===== src/rtl/axi_rd_arb_pkg.sv =====
// Shared definitions for the two-requester AXI read arbiter.
package axi_rd_arb_pkg;

  localparam int unsigned NumReq     = 2;
  localparam int unsigned ArlenWidth = 8;

  typedef enum logic [1:0] {
    StIdle = 2'd0,
    StAddr = 2'd1,
    StData = 2'd2
  } state_e;

endpackage


===== src/rtl/rr_arb2.sv =====
// Two-way round-robin pick: on contention the requester not granted last wins.
module rr_arb2 (
  input  logic [1:0] req,
  input  logic       last,
  output logic       valid,
  output logic       idx
);

  always_comb begin
    valid = |req;
    idx   = (req == 2'b11) ? ~last : req[1];
  end

endmodule


===== src/rtl/axi_rd_arbiter.sv =====
// Arbitrates two AXI read requesters onto one AR/R channel, one burst at a time.
module axi_rd_arbiter
  import axi_rd_arb_pkg::*;
#(
  parameter int unsigned ADDR_WIDTH = 26,
  parameter int unsigned DATA_WIDTH = 32
) (
  input  logic                  clk,
  input  logic                  rst_n,
  input  logic                  init_end,
  input  logic                  s0_arvalid,
  output logic                  s0_arready,
  input  logic [ADDR_WIDTH-1:0] s0_araddr,
  input  logic [ArlenWidth-1:0] s0_arlen,
  output logic                  s0_rvalid,
  input  logic                  s0_rready,
  output logic [DATA_WIDTH-1:0] s0_rdata,
  output logic                  s0_rlast,
  input  logic                  s1_arvalid,
  output logic                  s1_arready,
  input  logic [ADDR_WIDTH-1:0] s1_araddr,
  input  logic [ArlenWidth-1:0] s1_arlen,
  output logic                  s1_rvalid,
  input  logic                  s1_rready,
  output logic [DATA_WIDTH-1:0] s1_rdata,
  output logic                  s1_rlast,
  output logic                  m_arvalid,
  output logic [ADDR_WIDTH-1:0] m_araddr,
  output logic [ArlenWidth-1:0] m_arlen,
  input  logic                  m_arready,
  input  logic                  m_rvalid,
  input  logic [DATA_WIDTH-1:0] m_rdata,
  input  logic                  m_rlast,
  output logic                  m_rready,
  output logic                  grant,
  output logic                  busy,
  output logic                  err
);

  state_e                  state_q;
  logic [ArlenWidth-1:0]   cnt_q;
  logic                    last_q;
  logic [NumReq-1:0]       arready_q;
  logic                    m_arvalid_q;
  logic [ADDR_WIDTH-1:0]   m_araddr_q;
  logic [ArlenWidth-1:0]   m_arlen_q;
  logic                    grant_q;
  logic                    err_q;
  logic                    sel_valid;
  logic                    sel_idx;
  logic                    beat;

  rr_arb2 u_rr_arb2 (
    .req   ({s1_arvalid, s0_arvalid}),
    .last  (last_q),
    .valid (sel_valid),
    .idx   (sel_idx)
  );

  assign beat = (state_q == StData) && m_rvalid && m_rready;

  always_ff @(posedge clk) begin
    if (!rst_n) begin
      state_q     <= StIdle;
      cnt_q       <= '0;
      last_q      <= 1'b1;
      arready_q   <= '0;
      m_arvalid_q <= 1'b0;
      m_araddr_q  <= '0;
      m_arlen_q   <= '0;
      grant_q     <= 1'b0;
      err_q       <= 1'b0;
    end else begin
      arready_q <= '0;
      unique case (state_q)
        StIdle: begin
          if (init_end && sel_valid) begin
            m_araddr_q  <= sel_idx ? s1_araddr : s0_araddr;
            m_arlen_q   <= sel_idx ? s1_arlen : s0_arlen;
            cnt_q       <= sel_idx ? s1_arlen : s0_arlen;
            m_arvalid_q <= 1'b1;
            grant_q     <= sel_idx;
            arready_q   <= sel_idx ? 2'b10 : 2'b01;
            state_q     <= StAddr;
          end
        end
        StAddr: begin
          if (m_arready) begin
            m_arvalid_q <= 1'b0;
            state_q     <= StData;
          end
        end
        StData: begin
          if (beat) begin
            // Counter saturates at zero; errors are judged on the pre-beat count.
            if (cnt_q != '0) cnt_q <= cnt_q - 1'b1;
            if (m_rlast) begin
              if (cnt_q != '0) err_q <= 1'b1;
              last_q  <= grant_q;
              state_q <= StIdle;
            end else if (cnt_q == '0) begin
              err_q <= 1'b1;
            end
          end
        end
        default: state_q <= StIdle;
      endcase
    end
  end

  always_comb begin
    s0_rvalid = 1'b0;
    s1_rvalid = 1'b0;
    s0_rlast  = 1'b0;
    s1_rlast  = 1'b0;
    m_rready  = 1'b0;
    if (state_q == StData) begin
      if (grant_q) begin
        s1_rvalid = m_rvalid;
        s1_rlast  = m_rlast;
        m_rready  = s1_rready;
      end else begin
        s0_rvalid = m_rvalid;
        s0_rlast  = m_rlast;
        m_rready  = s0_rready;
      end
    end
  end

  assign s0_rdata   = m_rdata;
  assign s1_rdata   = m_rdata;
  assign s0_arready = arready_q[0];
  assign s1_arready = arready_q[1];
  assign m_arvalid  = m_arvalid_q;
  assign m_araddr   = m_araddr_q;
  assign m_arlen    = m_arlen_q;
  assign grant      = grant_q;
  assign busy       = (state_q != StIdle);
  assign err        = err_q;

endmodule

===== config.mk =====
export PLATFORM = sky130hd
export DESIGN_NAME = axi_rd_arbiter
export DESIGN_NICKNAME = d
export VERILOG_FILES = /design/src/rtl/axi_rd_arb_pkg.sv /design/src/rtl/rr_arb2.sv /design/src/rtl/axi_rd_arbiter.sv
export SDC_FILE = /design/constraint.sdc
export NUM_CORES = 1
export LEC_CHECK = 0
export CAP_MARGIN = 20
export CORE_UTILIZATION = 32
export CTS_BUF_LIST = sky130_fd_sc_hd__clkbuf_4
export CTS_CLUSTER_DIAMETER = 80
export DETAILED_ROUTE_END_ITERATION = 7
export GPL_ROUTABILITY_DRIVEN = 0
export PLACE_DENSITY = 0.77
export SYNTH_ARGS = -nofsm -noshare
export SYNTH_HDL_FRONTEND = slang
export SYNTH_SLANG_ARGS = --single-unit

===== constraint.sdc =====
create_clock -name clk -period 1.51 [get_ports clk]
set_clock_uncertainty 0.15 [all_clocks]
set_input_delay 0.2265 -clock clk [delete_from_list [all_inputs] [get_ports clk]]
set_output_delay 0.2265 -clock clk [all_outputs]
set_load 0.01 [all_outputs]

=== Word level (Yosys, flattened, before mapping) ===
Cells that the tools add are included.

* Input port bits: 110
* Word-level logic and storage cells: 67
* Register bits after elaboration: 50
* Output and inout bits: 109

* Equality and inequality tests: 9
* Mux-type cells: 29
* Reduce and logical (&&, ||, !) cells: 18
* Bitwise gates (word level): 1
* Add/sub/neg operators: 1

{| class="wikitable"
|+ Operators by type and width
! cell !! count
|-
| 8-bit 2-to-1 mux || 4
|-
| 26-bit 2-to-1 mux || 1
|-
| 1-bit 2-to-1 mux || 16
|-
| 8-bit one-hot mux with 2 select lines || 1
|-
| 4-bit AND reduction || 3
|-
| 2-bit 2-to-1 mux || 5
|-
| 3-bit AND reduction || 3
|-
| 8-bit logical NOT || 1
|-
| 2-bit inequality test, second input constant || 4
|-
| 2-bit nonzero test || 4
|-
| 8-bit nonzero test || 1
|-
| 8-bit by 1-bit subtractor with 8-bit output, second input constant || 1
|-
| 2-bit one-hot mux with 3 select lines || 1
|-
| 2-bit == test, second input constant || 2
|-
| 2-bit by 1-bit inequality test with 1-bit output, second input constant || 2
|-
| 1-bit logical AND || 3
|-
| 2-bit by 1-bit == test with 1-bit output, second input constant || 1
|-
| 2-bit logical NOT || 1
|-
| 1-bit one-hot mux with 2 select lines || 1
|-
| 2-bit AND reduction || 1
|-
| 2-bit OR reduction || 1
|-
| 1-bit inverter || 1
|}

=== Longest topological paths before layout ===
Gate-level depths: netlist (run 1).

* Word-level depth: 5
* Depth in mapped cells: 6
* Mapped depth without buffers: 6

=== Modules after synthesis ===
From an unflattened synthesis (run 1), not the netlist that was laid out.

* Cells, all modules: 327
* Area, all modules: 2,810.2 um^2

{| class="wikitable"
|+ By module, submodules not included
! module !! cells an instance !! area an instance (um^2) !! seq. area each (um^2) !! times used
|-
| axi_rd_arbiter || 325 || 2,796.4 || 1,001.0 || 1
|-
| rr_arb2 || 2 || 13.8 || 0.0 || 1
|}

=== Worst setup path before layout (run 1) ===
No wires, ideal clock.

* Kind: reg2reg
* From: register grant_q, in the netlist grant
* To: register cnt_q[2]
* Data arrival time: 1.356 ns
* Period minus slack after synthesis: 1.576 ns
* Buffers on the path: 0
* Cell stages (with the launch flop): 6
* Data required time: 1.290 ns
* Path slack: -0.066 ns
* Setup time: 0.070 ns
* Cell sequence: dfxtp_1 -> mux2i_1 -> nor2_1 -> a21oi_2 -> o21ai_0 -> a21boi_1

* Cells in the longest elaborated chain, start to end: 5

{| class="wikitable"
|+ RTL lines
! element !! RTL line !! RTL
|-
| from (decl) || axi_rd_arbiter.sv:47 || <nowiki>logic grant_q;</nowiki>
|-
| from (signal assigned) || axi_rd_arbiter.sv:82 || <nowiki>grant_q <= sel_idx;</nowiki>
|-
| 1-bit 2-to-1 mux || axi_rd_arbiter.sv:118 || <nowiki>if (grant_q) begin</nowiki>
|-
| 1-bit 2-to-1 mux || axi_rd_arbiter.sv:117 || <nowiki>if (state_q == StData) begin</nowiki>
|-
| 1-bit logical AND || axi_rd_arbiter.sv:60 || <nowiki>assign beat = (state_q == StData) && m_rvalid && m_rready;</nowiki>
|-
| 2-bit inequality test (no line) || - ||
|-
| 4-bit AND reduction (no line) || - ||
|-
| to (signal assigned) || axi_rd_arbiter.sv:80 || <nowiki>cnt_q <= sel_idx ? s1_arlen : s0_arlen;</nowiki>
|-
| to (signal assigned) || axi_rd_arbiter.sv:96 || <nowiki>if (cnt_q != '0) cnt_q <= cnt_q - 1'b1;</nowiki>
|-
| to (decl) || axi_rd_arbiter.sv:41 || <nowiki>logic [ArlenWidth-1:0] cnt_q;</nowiki>
|}

No other way between the ends.
A chain may end at the register's enable or synchronous reset.

=== Worst setup path after layout (run 1) ===
* From: register state_q[1]
* To: register grant_q, in the netlist grant

* Cells in the longest elaborated chain, start to end: 2

{| class="wikitable"
|+ RTL lines
! element !! RTL line !! RTL
|-
| from (decl) || axi_rd_arbiter.sv:40 || <nowiki>state_e state_q;</nowiki>
|-
| from (signal assigned) || axi_rd_arbiter.sv:64 || <nowiki>state_q <= StIdle;</nowiki>
|-
| from (signal assigned) || axi_rd_arbiter.sv:84 || <nowiki>state_q <= StAddr;</nowiki>
|-
| from (signal assigned) || axi_rd_arbiter.sv:90 || <nowiki>state_q <= StData;</nowiki>
|-
| 2-bit logical NOT || axi_rd_arbiter.sv:75 || <nowiki>unique case (state_q)</nowiki>
|-
| 2-bit AND reduction (no line) || - ||
|}

No other way between the ends.

==> impl_metrics.toml, run 1 <==
[routing]
ant_nets = 0
remaining_drc_errors = 0
drt_iter0_markers = 93
route.detailed.wl_per_inst_um = 14.96
viasPerCell = 4.729
dr.pass1.iters = 5
vias = 2601
routed_wl_um = 8230

[clock_tree]
cts.sinks = 50
clock_path_buffers = 2
cts_hold_buf = 0
clkTransAtPathRegs_ps = 160
cts_htree_levels = 2
cts_root_buf = "clkbuf_4"
cts_tree = "done"
clk_latency_ps = 370
numCtsBuffers = 5

[synth]
ys_seq_elements = 50
synth_area_leaders = "dfxtp_1 (33%), buf_4 (17%), a211oi_2 (12%), mux2i_1 (12%), nor2_1 (6.0%)"
syn_area_um2 = 3042
synth_top_cell_by_area = "dfxtp_1"
synthCells = 331
syn_nets = 443
seq_area_frac_synth_pct = 32.91
synth_top_area_share_pct = 32.91
ys_warn_count = 0
synth.distinct_cells = 39
avgSynthCellArea_um2 = 9.189

[placed_design]
dp_hpwl_um = 5747
portBuffers = 122
place_area_um2 = 4175

[layout]
nNetsFinal = 532
design_area_um2 = 4425
drive_gt1_share_pct = 28.27
n_antenna_cell = 0
syn_to_final_growth_pct = 45.50

[floorplan]
core.rowCount = 35
die_h_um = 99.50
die-area_um2 = 9899
core_area_um2 = 9240
chipWidth_um = 99.50
ios = 219
start_util_pct = 32.92

[timing]
setup_slack_ps = -270.0
tightest_slew_ps = 339.2
fmax_ghz = 0.5618
slew_viol_final = 0
finalCriticalPeriod_ps = 1780
fin_crit_sh_pct = 117.9
finalSetupViolCount = 56
slew_headroom_pct = 76.74
rsz0062_at_grt = "yes"
hold_viol_final = 0

[outcome]
status = "complete, but fails checks"
violations = "setup timing"

[grt]
antenna_found_initial = 0
grt_pass1_wl_um = 12740
track_usage_pct = 16.14
grt_pass1_vias = 2676
grt_overflow = 0
grt_max_degree = 21

[run]
drv_cap = 0

[pwr]
peakVddDrop_mv = 0.4153
power_mw = 3.556
p_leak_nw = 1.853
power_density_nw_per_um2 = 803.5

[setup_path]
cp-end-kind = "flip-flop"
required_ps = 1650
path_class = "reg2reg"
cp.arrival_ps = 1920
crit_path_start_kind = "flip-flop"
cp_max_fo = 17

[hold_path]
hold_class = "in2out"
per-stage QoR:
step | utilization, % | setup slack [ps] | instances | hold slack (ps) | setup TNS, ps
after floorplan | - | -57.41 | 331 | 232.9 | -1810
after global placement | 45.19 | -440.6 | 534 | 303.1 | -20790
after detailed placement | 45.19 | -479.0 | 534 | 303.1 | -21470
after CTS | 47.49 | -274.8 | 548 | 303.1 | -11800
after global routing | 47.89 | -354.0 | 550 | 303.0 | -16790
final | 47.89 | -270.0 | 550 | 303.0 | -11760
cells by family after synthesis:
kind of cell | Yosys count | share of synthesized area (%)
AND/OR/NAND/NOR | 94 | 14.19
multiplexers | 36 | 11.85
adder cells (fa/ha/maj) | 2 | 0.8226
AO/OA/AOI/OAI | 60 | 19.21
flip-flops | 50 | 32.91
XOR/XNOR | 2 | 0.5760
buffers and inverters | 87 | 20.44
sequential cells by signal (all words and copies together) (netlist names):
| register | cells |
|---|---|
| arready_q | 2 |
| cnt_q | 8 |
| err | 1 |
| grant | 1 |
| last_q | 1 |
| m_araddr | 26 |
| m_arlen | 8 |
| m_arvalid | 1 |
| state_q | 2 |
where the power goes:
part / internal [mW] / total [mW] / switching, mW
registers: 1.44 / 1.51 / 0.0695
clock network: 0.360 / 0.836 / 0.476
logic: 0.673 / 1.21 / 0.539
total: 2.47 / 3.56 / 1.08
placed cells by master (no fill, tap or decap), types with 4 or more instances in the layout:
cell type / instances
a21boi_1: 4
buf_12: 6
mux2i_1: 35
buf_2: 5
buf_4: 31
dlygate4sd2_1: 38
dfxtp_2: 9
a21oi_1: 4
buf_6: 5
clkdlybuf4s50_1: 77
nand2_1: 17
nand3_1: 5
dfxtp_1: 39
clkbuf_4: 5
nor2_1: 47
a211oi_2: 31
worst max-delay path, stage by stage (launching register included):
cell and delay, ps:
dfxtp_2 350, buf_6 110, or2_4 240, nor3b_4 250, buf_12 190, buf_16 150
mux2i_1 180, nor2_1 50
repair_timing:
action                                  CTS  global route
gates resized for setup                  97            12
setup buffers                             5             3
pin swaps                                 6             9
cloned                                    2             1
endpoints found under the setup margin   95            56
layout make-up:
class | count | area, µm²
clock buffers | 5 | 37.54
clock inverters | 3 | 48.80
fillers | 901 | 4815
inverters | 4 | 15.01
multi-input cells | 194 | 1525
flip-flops and latches | 50 | 1020
well taps | 129 | 161.4
repair buffers | 165 | 1618
cells in the mapped netlist:
master	n
a211oi_1	1
a211oi_2	30
a21boi_0	2
a21boi_1	3
a21o_2	1
a21oi_1	5
a21oi_2	1
a31oi_1	1
and3_1	3
buf_2	2
buf_4	70
buf_6	4
clkbuf_1	7
clkinv_1	1
dfxtp_1	50
ha_1	2
inv_1	3
mux2i_1	36
nand2_1	20
nand2b_1	1
nand3_1	6
nand3b_1	3
nand4_1	1
nand4b_1	1
nor2_1	49
nor2b_1	3
nor3_1	2
nor3_2	1
nor3b_1	1
nor3b_4	1
nor4_1	1
o211a_1	3
o211ai_1	2
o21a_1	3
o21ai_0	6
o221ai_1	1
o32ai_1	1
or2_4	1
xnor2_1	2
worst paths after layout:
check / slack [ps] / from / to / cells past startpoint
worst min register to register: 340 / err$_SDFFE_PN0P_ / err$_SDFFE_PN0P_ / 2
worst min-delay path: 300 / m_rdata[8] / s0_rdata[8] / 0
worst max register to register: -270 / state_q[1]$_SDFFE_PN0P_ / grant$_SDFFE_PN0P_ / 7
worst max-delay path: -270 / state_q[1]$_SDFFE_PN0P_ / grant$_SDFFE_PN0P_ / 7
routing by layer:
metal / part of all wire, % / GRT usage, % / routed length (µm) / up-vias
li1: - / - / - / 1256
met1: 41 / 17.86 / 3361 / 1225
met2: 50 / 29.06 / 4139 / 96
met3: 6.8 / 4.006 / 558 / 24
met4: 2.1 / 7.353 / 171 / 0
met5: 0 / 0 / 0 / -
Note: power is estimated with default switching activity, not from simulation.
==> run 2, diff against run 1 <==
Settings changed: CAP_MARGIN 20 to 10.
==> results of run 2 <==
No change in the layout: final DEF, timing and power equal those of run 1.
